## config.mk

```make
export PLATFORM = sky130hd
export DESIGN_NAME = ysyx_25020037_axi_rd_arbiter_flat
export DESIGN_NICKNAME = d
export VERILOG_FILES = /design/src/rtl/ysyx_25020037_axi_rd_arbiter_if.sv /design/src/rtl/ysyx_25020037_axi_rd_arbiter.sv /design/src/flat_wrapper.sv
export SDC_FILE = /design/constraint.sdc
export NUM_CORES = 1
export LEC_CHECK = 0
export CORE_AREA = 2 2 94 96
export CTS_CLUSTER_DIAMETER = 120
export DETAILED_ROUTE_END_ITERATION = 8
export DIE_AREA = 0 0 96 98
export GPL_TIMING_DRIVEN = 0
export PLACE_DENSITY = 0.63
export SLEW_MARGIN = 10
export SYNTH_ARGS = -nofsm -noshare
export SYNTH_HDL_FRONTEND = slang
export SYNTH_SLANG_ARGS = --single-unit
```

## constraint.sdc

```tcl
create_clock -name clk -period 2.4 [get_ports clk]
set_input_delay 0.24 -clock clk [delete_from_list [all_inputs] [get_ports clk]]
set_output_delay 0.24 -clock clk [all_outputs]
set_load 0.03 [all_outputs]
```

## src/rtl/ysyx_25020037_axi_rd_arbiter_if.sv

```systemverilog
// Read-channel bundle between N upstream AXI4 read masters, the arbiter and the downstream port.
// The slave modport is the arbiter's view; the master modport is the surrounding system's view.
interface ysyx_25020037_axi_rd_arbiter_if #(
    parameter int N  = 2,
    parameter int AW = 32,
    parameter int DW = 32
);
    // Upstream side, one lane per master (master i at [i*W +: W])
    logic [N-1:0]    m_arvalid;
    logic [N-1:0]    m_arready;
    logic [N*AW-1:0] m_araddr;
    logic [N*17-1:0] m_arctl;
    logic [N-1:0]    m_rvalid;
    logic [N-1:0]    m_rready;
    logic [DW-1:0]   m_rdata;
    logic [1:0]      m_rresp;
    logic            m_rlast;
    logic [3:0]      m_rid;

    // Downstream side
    logic            s_arvalid;
    logic            s_arready;
    logic [AW-1:0]   s_araddr;
    logic [16:0]     s_arctl;
    logic            s_rvalid;
    logic            s_rready;
    logic [DW-1:0]   s_rdata;
    logic [1:0]      s_rresp;
    logic            s_rlast;
    logic [3:0]      s_rid;

    modport slave (
        input  m_arvalid, m_araddr, m_arctl, m_rready,
        input  s_arready, s_rvalid, s_rdata, s_rresp, s_rlast, s_rid,
        output m_arready, m_rvalid, m_rdata, m_rresp, m_rlast, m_rid,
        output s_arvalid, s_araddr, s_arctl, s_rready
    );

    modport master (
        output m_arvalid, m_araddr, m_arctl, m_rready,
        output s_arready, s_rvalid, s_rdata, s_rresp, s_rlast, s_rid,
        input  m_arready, m_rvalid, m_rdata, m_rresp, m_rlast, m_rid,
        input  s_arvalid, s_araddr, s_arctl, s_rready
    );
endinterface

```

## src/rtl/ysyx_25020037_axi_rd_arbiter.sv

```systemverilog
// N-to-1 AXI4 read arbiter: one owner holds the downstream port from AR handshake to the last R beat.
// Define YSYX_25020037_ARB_ROUND_ROBIN_EN for round-robin; otherwise fixed priority, index 0 highest.
module ysyx_25020037_axi_rd_arbiter #(
    parameter int N  = 2,
    parameter int AW = 32,
    parameter int DW = 32
) (
    input  logic                                 clk,
    input  logic                                 rst,
    ysyx_25020037_axi_rd_arbiter_if.slave        bus,
    output logic [N-1:0]                         grant
);
    localparam int IW = (N > 1) ? $clog2(N) : 1;
    localparam int CW = 17;

    typedef enum logic [1:0] {
        IDLE = 2'd0,
        ADDR = 2'd1,
        DATA = 2'd2
    } state_t;

    state_t        state;
    logic [IW-1:0] owner;
    logic [IW-1:0] winner;

`ifdef YSYX_25020037_ARB_ROUND_ROBIN_EN
    logic [IW-1:0] rr_ptr;

    function automatic logic [IW-1:0] rot_idx(input logic [IW-1:0] base, input int k);
        int j;
        j = int'(base) + k;
        if (j >= N) j = j - N;
        return IW'(j);
    endfunction
`endif

    // Scanning from the far end lets the highest-priority requester overwrite earlier picks.
    always_comb begin
        winner = '0;
`ifdef YSYX_25020037_ARB_ROUND_ROBIN_EN
        for (int k = N - 1; k >= 0; k--) begin
            if (bus.m_arvalid[rot_idx(rr_ptr, k)]) winner = rot_idx(rr_ptr, k);
        end
`else
        for (int k = N - 1; k >= 0; k--) begin
            if (bus.m_arvalid[k]) winner = IW'(k);
        end
`endif
    end

    // NOTE: registers take non-blocking assignments so every flop samples pre-edge values.
    always_ff @(posedge clk or negedge rst) begin
        if (!rst) begin
            state <= IDLE;
            grant <= '0;
            owner <= '0;
`ifdef YSYX_25020037_ARB_ROUND_ROBIN_EN
            rr_ptr <= '0;
`endif
        end else begin
            case (state)
                IDLE: begin
                    if (|bus.m_arvalid) begin
                        grant         <= '0;
                        grant[winner] <= 1'b1;
                        owner         <= winner;
                        state         <= ADDR;
                    end
                end
                ADDR: begin
                    if (bus.s_arvalid && bus.s_arready) state <= DATA;
                end
                DATA: begin
                    if (bus.s_rvalid && bus.s_rready && bus.s_rlast) begin
                        state <= IDLE;
                        grant <= '0;
`ifdef YSYX_25020037_ARB_ROUND_ROBIN_EN
                        rr_ptr <= (int'(owner) == N - 1) ? '0 : owner + 1'b1;
`endif
                    end
                end
                default: begin
                    state <= IDLE;
                    grant <= '0;
                end
            endcase
        end
    end

    // NOTE: every output is given a default before the case so no latch can be inferred.
    always_comb begin
        bus.m_arready = '0;
        bus.m_rvalid  = '0;
        bus.s_arvalid = 1'b0;
        bus.s_araddr  = '0;
        bus.s_arctl   = '0;
        bus.s_rready  = 1'b0;
        for (int i = 0; i < N; i++) begin
            if (owner == IW'(i)) begin
                if (state == ADDR) begin
                    bus.s_arvalid    = bus.m_arvalid[i];
                    bus.s_araddr     = bus.m_araddr[i*AW +: AW];
                    bus.s_arctl      = bus.m_arctl[i*CW +: CW];
                    bus.m_arready[i] = bus.s_arready;
                end else if (state == DATA) begin
                    bus.m_rvalid[i] = bus.s_rvalid;
                    bus.s_rready    = bus.m_rready[i];
                end
            end
        end
    end

    // R payload is broadcast; only rvalid is steered to the owner.
    assign bus.m_rdata = bus.s_rdata;
    assign bus.m_rresp = bus.s_rresp;
    assign bus.m_rlast = bus.s_rlast;
    assign bus.m_rid   = bus.s_rid;

    a_grant_onehot: assert property (@(posedge clk) disable iff (!rst) $onehot0(grant));
    a_idle_no_grant: assert property (@(posedge clk) disable iff (!rst)
        (state == IDLE) |-> (grant == '0));
endmodule

```

## src/flat_wrapper.sv

```systemverilog
// flat-port wrapper written by rule: the top's interface ports become plain ports
module ysyx_25020037_axi_rd_arbiter_flat 
#(
    parameter int N  = 2,
    parameter int AW = 32,
    parameter int DW = 32
)
  (clk, rst, grant, bus_m_arvalid, bus_m_araddr, bus_m_arctl, bus_m_rready, bus_s_arready, bus_s_rvalid, bus_s_rdata, bus_s_rresp, bus_s_rlast, bus_s_rid, bus_m_arready, bus_m_rvalid, bus_m_rdata, bus_m_rresp, bus_m_rlast, bus_m_rid, bus_s_arvalid, bus_s_araddr, bus_s_arctl, bus_s_rready);
  ysyx_25020037_axi_rd_arbiter_if #(.N(N), .AW(AW), .DW(DW)) bus_i ();
  input  logic clk;
  input  logic rst;
  output logic [N-1:0] grant;
  input wire logic [$bits(bus_i.m_arvalid)-1:0] bus_m_arvalid;
  input wire logic [$bits(bus_i.m_araddr)-1:0] bus_m_araddr;
  input wire logic [$bits(bus_i.m_arctl)-1:0] bus_m_arctl;
  input wire logic [$bits(bus_i.m_rready)-1:0] bus_m_rready;
  input wire logic [$bits(bus_i.s_arready)-1:0] bus_s_arready;
  input wire logic [$bits(bus_i.s_rvalid)-1:0] bus_s_rvalid;
  input wire logic [$bits(bus_i.s_rdata)-1:0] bus_s_rdata;
  input wire logic [$bits(bus_i.s_rresp)-1:0] bus_s_rresp;
  input wire logic [$bits(bus_i.s_rlast)-1:0] bus_s_rlast;
  input wire logic [$bits(bus_i.s_rid)-1:0] bus_s_rid;
  output wire logic [$bits(bus_i.m_arready)-1:0] bus_m_arready;
  output wire logic [$bits(bus_i.m_rvalid)-1:0] bus_m_rvalid;
  output wire logic [$bits(bus_i.m_rdata)-1:0] bus_m_rdata;
  output wire logic [$bits(bus_i.m_rresp)-1:0] bus_m_rresp;
  output wire logic [$bits(bus_i.m_rlast)-1:0] bus_m_rlast;
  output wire logic [$bits(bus_i.m_rid)-1:0] bus_m_rid;
  output wire logic [$bits(bus_i.s_arvalid)-1:0] bus_s_arvalid;
  output wire logic [$bits(bus_i.s_araddr)-1:0] bus_s_araddr;
  output wire logic [$bits(bus_i.s_arctl)-1:0] bus_s_arctl;
  output wire logic [$bits(bus_i.s_rready)-1:0] bus_s_rready;
  assign bus_i.m_arvalid = bus_m_arvalid;
  assign bus_i.m_araddr = bus_m_araddr;
  assign bus_i.m_arctl = bus_m_arctl;
  assign bus_i.m_rready = bus_m_rready;
  assign bus_i.s_arready = bus_s_arready;
  assign bus_i.s_rvalid = bus_s_rvalid;
  assign bus_i.s_rdata = bus_s_rdata;
  assign bus_i.s_rresp = bus_s_rresp;
  assign bus_i.s_rlast = bus_s_rlast;
  assign bus_i.s_rid = bus_s_rid;
  assign bus_m_arready = bus_i.m_arready;
  assign bus_m_rvalid = bus_i.m_rvalid;
  assign bus_m_rdata = bus_i.m_rdata;
  assign bus_m_rresp = bus_i.m_rresp;
  assign bus_m_rlast = bus_i.m_rlast;
  assign bus_m_rid = bus_i.m_rid;
  assign bus_s_arvalid = bus_i.s_arvalid;
  assign bus_s_araddr = bus_i.s_araddr;
  assign bus_s_arctl = bus_i.s_arctl;
  assign bus_s_rready = bus_i.s_rready;
  ysyx_25020037_axi_rd_arbiter #(.N(N), .AW(AW), .DW(DW)) u_core (.clk(clk), .rst(rst), .bus(bus_i), .grant(grant));
endmodule
```

Yosys cells after proc, flatten, opt, wreduce, memory -nomap -nowiden
Cells that the tools add are included.

Bits in registers: 5. Input bits: 145. Output and inout port bits: 96. Word-level logic and storage cells: 55.

Order comparisons: 2. Equal/unequal tests: 5. Mux-type cells: 35. Bitwise logic cells: 1. Reduce and logical (&&, ||, !) cells: 9.

Operators with widths (count): $mux W32 (4); $mux W17 (4); $mux W1 (20); $pmux W2 S3 (2); $mux W2 (4); $ne A2 B1 Y1 const B (3); $reduce_and A3 Y1 (2); $logic_and A1 B1 Y1 (4); $eq A2 B1 Y1 const B (1); $eq A2 B2 Y1 const B (1); $logic_not A2 Y1 (1); $lt A1 B2 Y1 const B (1); $reduce_and A2 Y1 (1); $reduce_or A2 Y1 (1); $demux W1 S1 (1); $ge A1 B1 Y1 const B (1); $not A1 Y1 (1).

Logic depth before layout (Yosys ltp)
Word-level depth: 11. Depth in mapped cells: 4. Mapped depth without buffers: 3.

Least setup slack after synthesis
No wires, ideal clock.

Path kind: register to output. Start point: reg u_core.state[1]. End point: out bus_m_arready[0]. Data arrival time: 1.523 ns. Required time: 2.160 ns. Setup slack: 0.637 ns. Cell stages (with the launch flop): 5. Buffers on the path: 1. Cells stage by stage: dfrtp_1 -> inv_1 -> nand2_1 -> buf_2 -> nor3b_1.

Cells in the longest elaborated chain, start to end: 3.

RTL lines: start: declaration (RTL line ysyx_25020037_axi_rd_arbiter.sv:22) `state_t state;`; start signal: assignment (RTL line ysyx_25020037_axi_rd_arbiter.sv:54) `state <= IDLE;`; start signal: assignment (RTL line ysyx_25020037_axi_rd_arbiter.sv:67) `state <= ADDR;`; start signal: assignment (RTL line ysyx_25020037_axi_rd_arbiter.sv:71) `if (bus.s_arvalid && bus.s_arready) state <= DATA;`; $eq A2 B1 Y1 (RTL line ysyx_25020037_axi_rd_arbiter.sv:100) `if (state == ADDR) begin`; $mux W1 (RTL line ysyx_25020037_axi_rd_arbiter.sv:100); $mux W1 (RTL line ysyx_25020037_axi_rd_arbiter.sv:99) `if (owner == IW'(i)) begin`; end: declaration (RTL line flat_wrapper.sv:23) `output wire logic [$bits(bus_i.m_arready)-1:0] bus_m_arready;`.

Every way passes these cells.

Final worst setup path
Start point: reg u_core.state[1]. End point: out bus_s_araddr[16].

Cells in the longest elaborated chain, start to end: 5.

RTL lines: $eq A2 B1 Y1 (*) (RTL line ysyx_25020037_axi_rd_arbiter.sv:100); $mux W32 (RTL line ysyx_25020037_axi_rd_arbiter.sv:100); $mux W32 (RTL line ysyx_25020037_axi_rd_arbiter.sv:99); $mux W32 (RTL line ysyx_25020037_axi_rd_arbiter.sv:100); $mux W32 (*) (RTL line ysyx_25020037_axi_rd_arbiter.sv:99); end: declaration (RTL line flat_wrapper.sv:30) `output wire logic [$bits(bus_i.s_araddr)-1:0] bus_s_araddr;`.

Mark *: on every way between the ends. The rest lies on a longest branch, timed or not.

==> results.py <==
metrics = {
    "die": {
        "start_util_pct": 16.4,
        "rows": 34,
        "io_pins": 241,
        "die_y_um": 98,
        "die_w_um": 96,
        "coreArea_um2": 8470,
        "fp.dieArea_um2": 9410,
    },
    "sta": {
        "setup_viol": 0,
        "holdWs_ns": 0.250,
        "tns_ns": 0,
        "max-slew-margin-rel_pct": 76.6,
        "period_needed_ns": 2.24,
        "finalMaxSlewViolations": 0,
        "finClkSkew_ns": 0.00240,
        "worst_slew_pin_slew_ns": 0.350,
        "max_freq_mhz": 446,
        "hold_viol": 0,
        "rsz0062_at_grt": "no",
        "fin_crit_sh_pct": 93.4,
    },
    "synth": {
        "synthesis.area_um2": 1390,
        "synth_seq_cells": 5,
        "syn_area_per_cell_um2": 7.73,
        "syn_nets": 325,
        "synth_top_area_cell": "mux2i_1",
        "ys_types": 23,
        "yosys.area.top_type_share_pct": 35.3,
        "synth_seq_area_share_pct": 8.99,
        "yosysWarnings": 0,
        "syn_inst": 180,
        "yosys-top-cells-area": "mux2i_1 (35%), buf_4 (22%), nor2_1 (14%)",
    },
    "clock_tree": {
        "cts_tree": "done",
        "clk_path_buf_depth": 2,
        "post-cts-setup-buffer-count": 0,
        "numCtsBuffers": 3,
        "cts.sinks": 5,
        "clock_latency_ns": 0.22,
        "cts_root_buf": "clkbuf_8",
        "htreeDepth": 1,
        "clk_pin_slew_ns": 0.04,
    },
    "detailed_routing": {
        "drt-initial-drc-count": 19,
        "vias": 1942,
        "routedWlPerCell_um": 12.9,
        "firstDrtPassIters": 4,
        "ant_nets": 0,
        "vias_per_cell": 3.93,
        "wl_mm": 6.38,
        "drc": 0,
    },
    "final_layout": {
        "multi_input_area_um2": 870,
        "fillCellCount": 833,
        "final_nets": 532,
        "ff_latch_area_um2": 125,
        "drive_gt1_share_pct": 15.8,
        "final_util_pct": 43.6,
        "antenna_cells": 0,
        "area_growth_pct": 165,
    },
    "setup_path": {
        "critPathRequiredTime_ns": 2.16,
        "start_kind": "flop",
        "path_max_fanout": 10,
        "r2r-start": "u_core.state[0]",
        "endpoint_kind": "output port",
        "critical_path_class": "flop to output port",
        "setup.worst_path.start": "u_core.state[1]",
        "arrival_ns": 2.00,
    },
    "min_path": {
        "hold_class": "input port to async pin",
    },
    "placed_design": {
        "finalWeightedCongestion": 0.713,
        "port_buffers": 202,
        "place.detailed.hpwl_mm": 5.44,
    },
    "pwr": {
        "p_total_mw": 3.65,
        "peakVddDrop_mv": 0.435,
        "leakagePower_nw": 2.08,
        "power.density_nw_per_um2": 991,
    },
    "grt": {
        "grt_max_degree": 11,
        "antenna_found_initial": 0,
        "grt_pass1_vias": 1953,
        "grt_pass1_wl_mm": 9.23,
        "gr-total-overflow": 0,
        "grt.total_usage_pct": 12.0,
    },
    "run_status": {
        "status": "finished clean",
    },
    "job": {
        "max_cap_viol_count": 0,
    },
}
## cell type report
cell class | count | share of cell area, %
plain buffers | 51 | 10.7
flip-flops and latches | 5 | 3.39
repair buffers | 202 | 57.4
inverters | 1 | 0.102
multi-input cells | 123 | 23.6
well taps | 108 | 3.66
clock buffers | 4 | 1.22
## what timing repair did
item	4_1_cts	5_1_grt
endpoints found under the setup margin	1	38
hold buffers	0	0
gates resized for setup	1	38
## power by group
group / switching [mW] / internal (mW)
registers: 0.0316 / 0.125
logic: 1.87 / 1.47
clock network: 0.0415 / 0.114
## state kept, by name, summed over array words and instances, names as in the netlist
name,flops
u_core.grant,2
u_core.owner,1
u_core.state,2
## stage by stage
step	area, um^2	setup slack (ns)	std cells
after floorplan	1390	0.637	180
after global placement	3550	0.228	490
after detailed placement	3550	0.217	490
after CTS	3590	0.0575	494
after global routing	3690	0.00126	494
final	3690	0.158	494
## synthesized netlist by cell type (all sizes together)
library cell / instances
a32o: 1
a311o: 1
o2bb2ai: 1
o311a: 1
dfrtp: 5
and2: 1
a31o: 1
buf: 51
nor4b: 1
and3: 3
mux2: 2
nand2: 2
inv: 1
nand3: 2
nor3b: 1
and2b: 1
mux2i: 49
nand2b: 2
and4: 1
a21oi: 2
nor2: 51
## final timing paths
kind	end	slack [ns]	depth (start not counted)
worst min-delay path	u_core.grant[0]	0.25	1
min in group clk	u_core.state[1]	0.52	1
worst max-delay path	bus_s_araddr[16]	0.16	5
worst min register to register	u_core.state[1]	0.52	1
worst max register to register	u_core.grant[1]	1.17	4
max in group asynchronous	u_core.grant[1]	1.95	1
## critical path, stage by stage (launching register included)
cell,delay (ns)
dfrtp_1,0.40
inv_1,0.16
nand2_1,0.18
buf_2,0.24
nor2_1,0.11
clkdlybuf4s50_1,0.68
## cell usage in the layout, fill, tap and decap left out, types with 2 or more instances in the layout
master and count:
clkdlybuf4s50_1 163, nor2_1 51, mux2i_1 49, buf_4 40, dlymetal6s2s_1 38, buf_6 6, buf_2 5, dfrtp_1 5
and3_1 3, clkbuf_8 3, nand2_1 2, mux2_4 2, a21oi_1 2, nand3_2 2, nand2b_1 2
## cells by family after synthesis
kind of cell	Yosys count	share of synthesized area [%]
compound gates	7	4.14
simple gates	65	21.0
buf+inv	52	28.5
flops	5	8.99
mux	51	37.4
## per-layer routing
metal / routed length (um) / track usage (%) / share of wire [%]
met5: 0 / 0 / 0
met4: 10 / 0.989 / 0.16
met3: 708 / 2.85 / 11
met2: 3440 / 24.0 / 54
met1: 2230 / 12.6 / 35
Power figures use the tool's default switching activity.
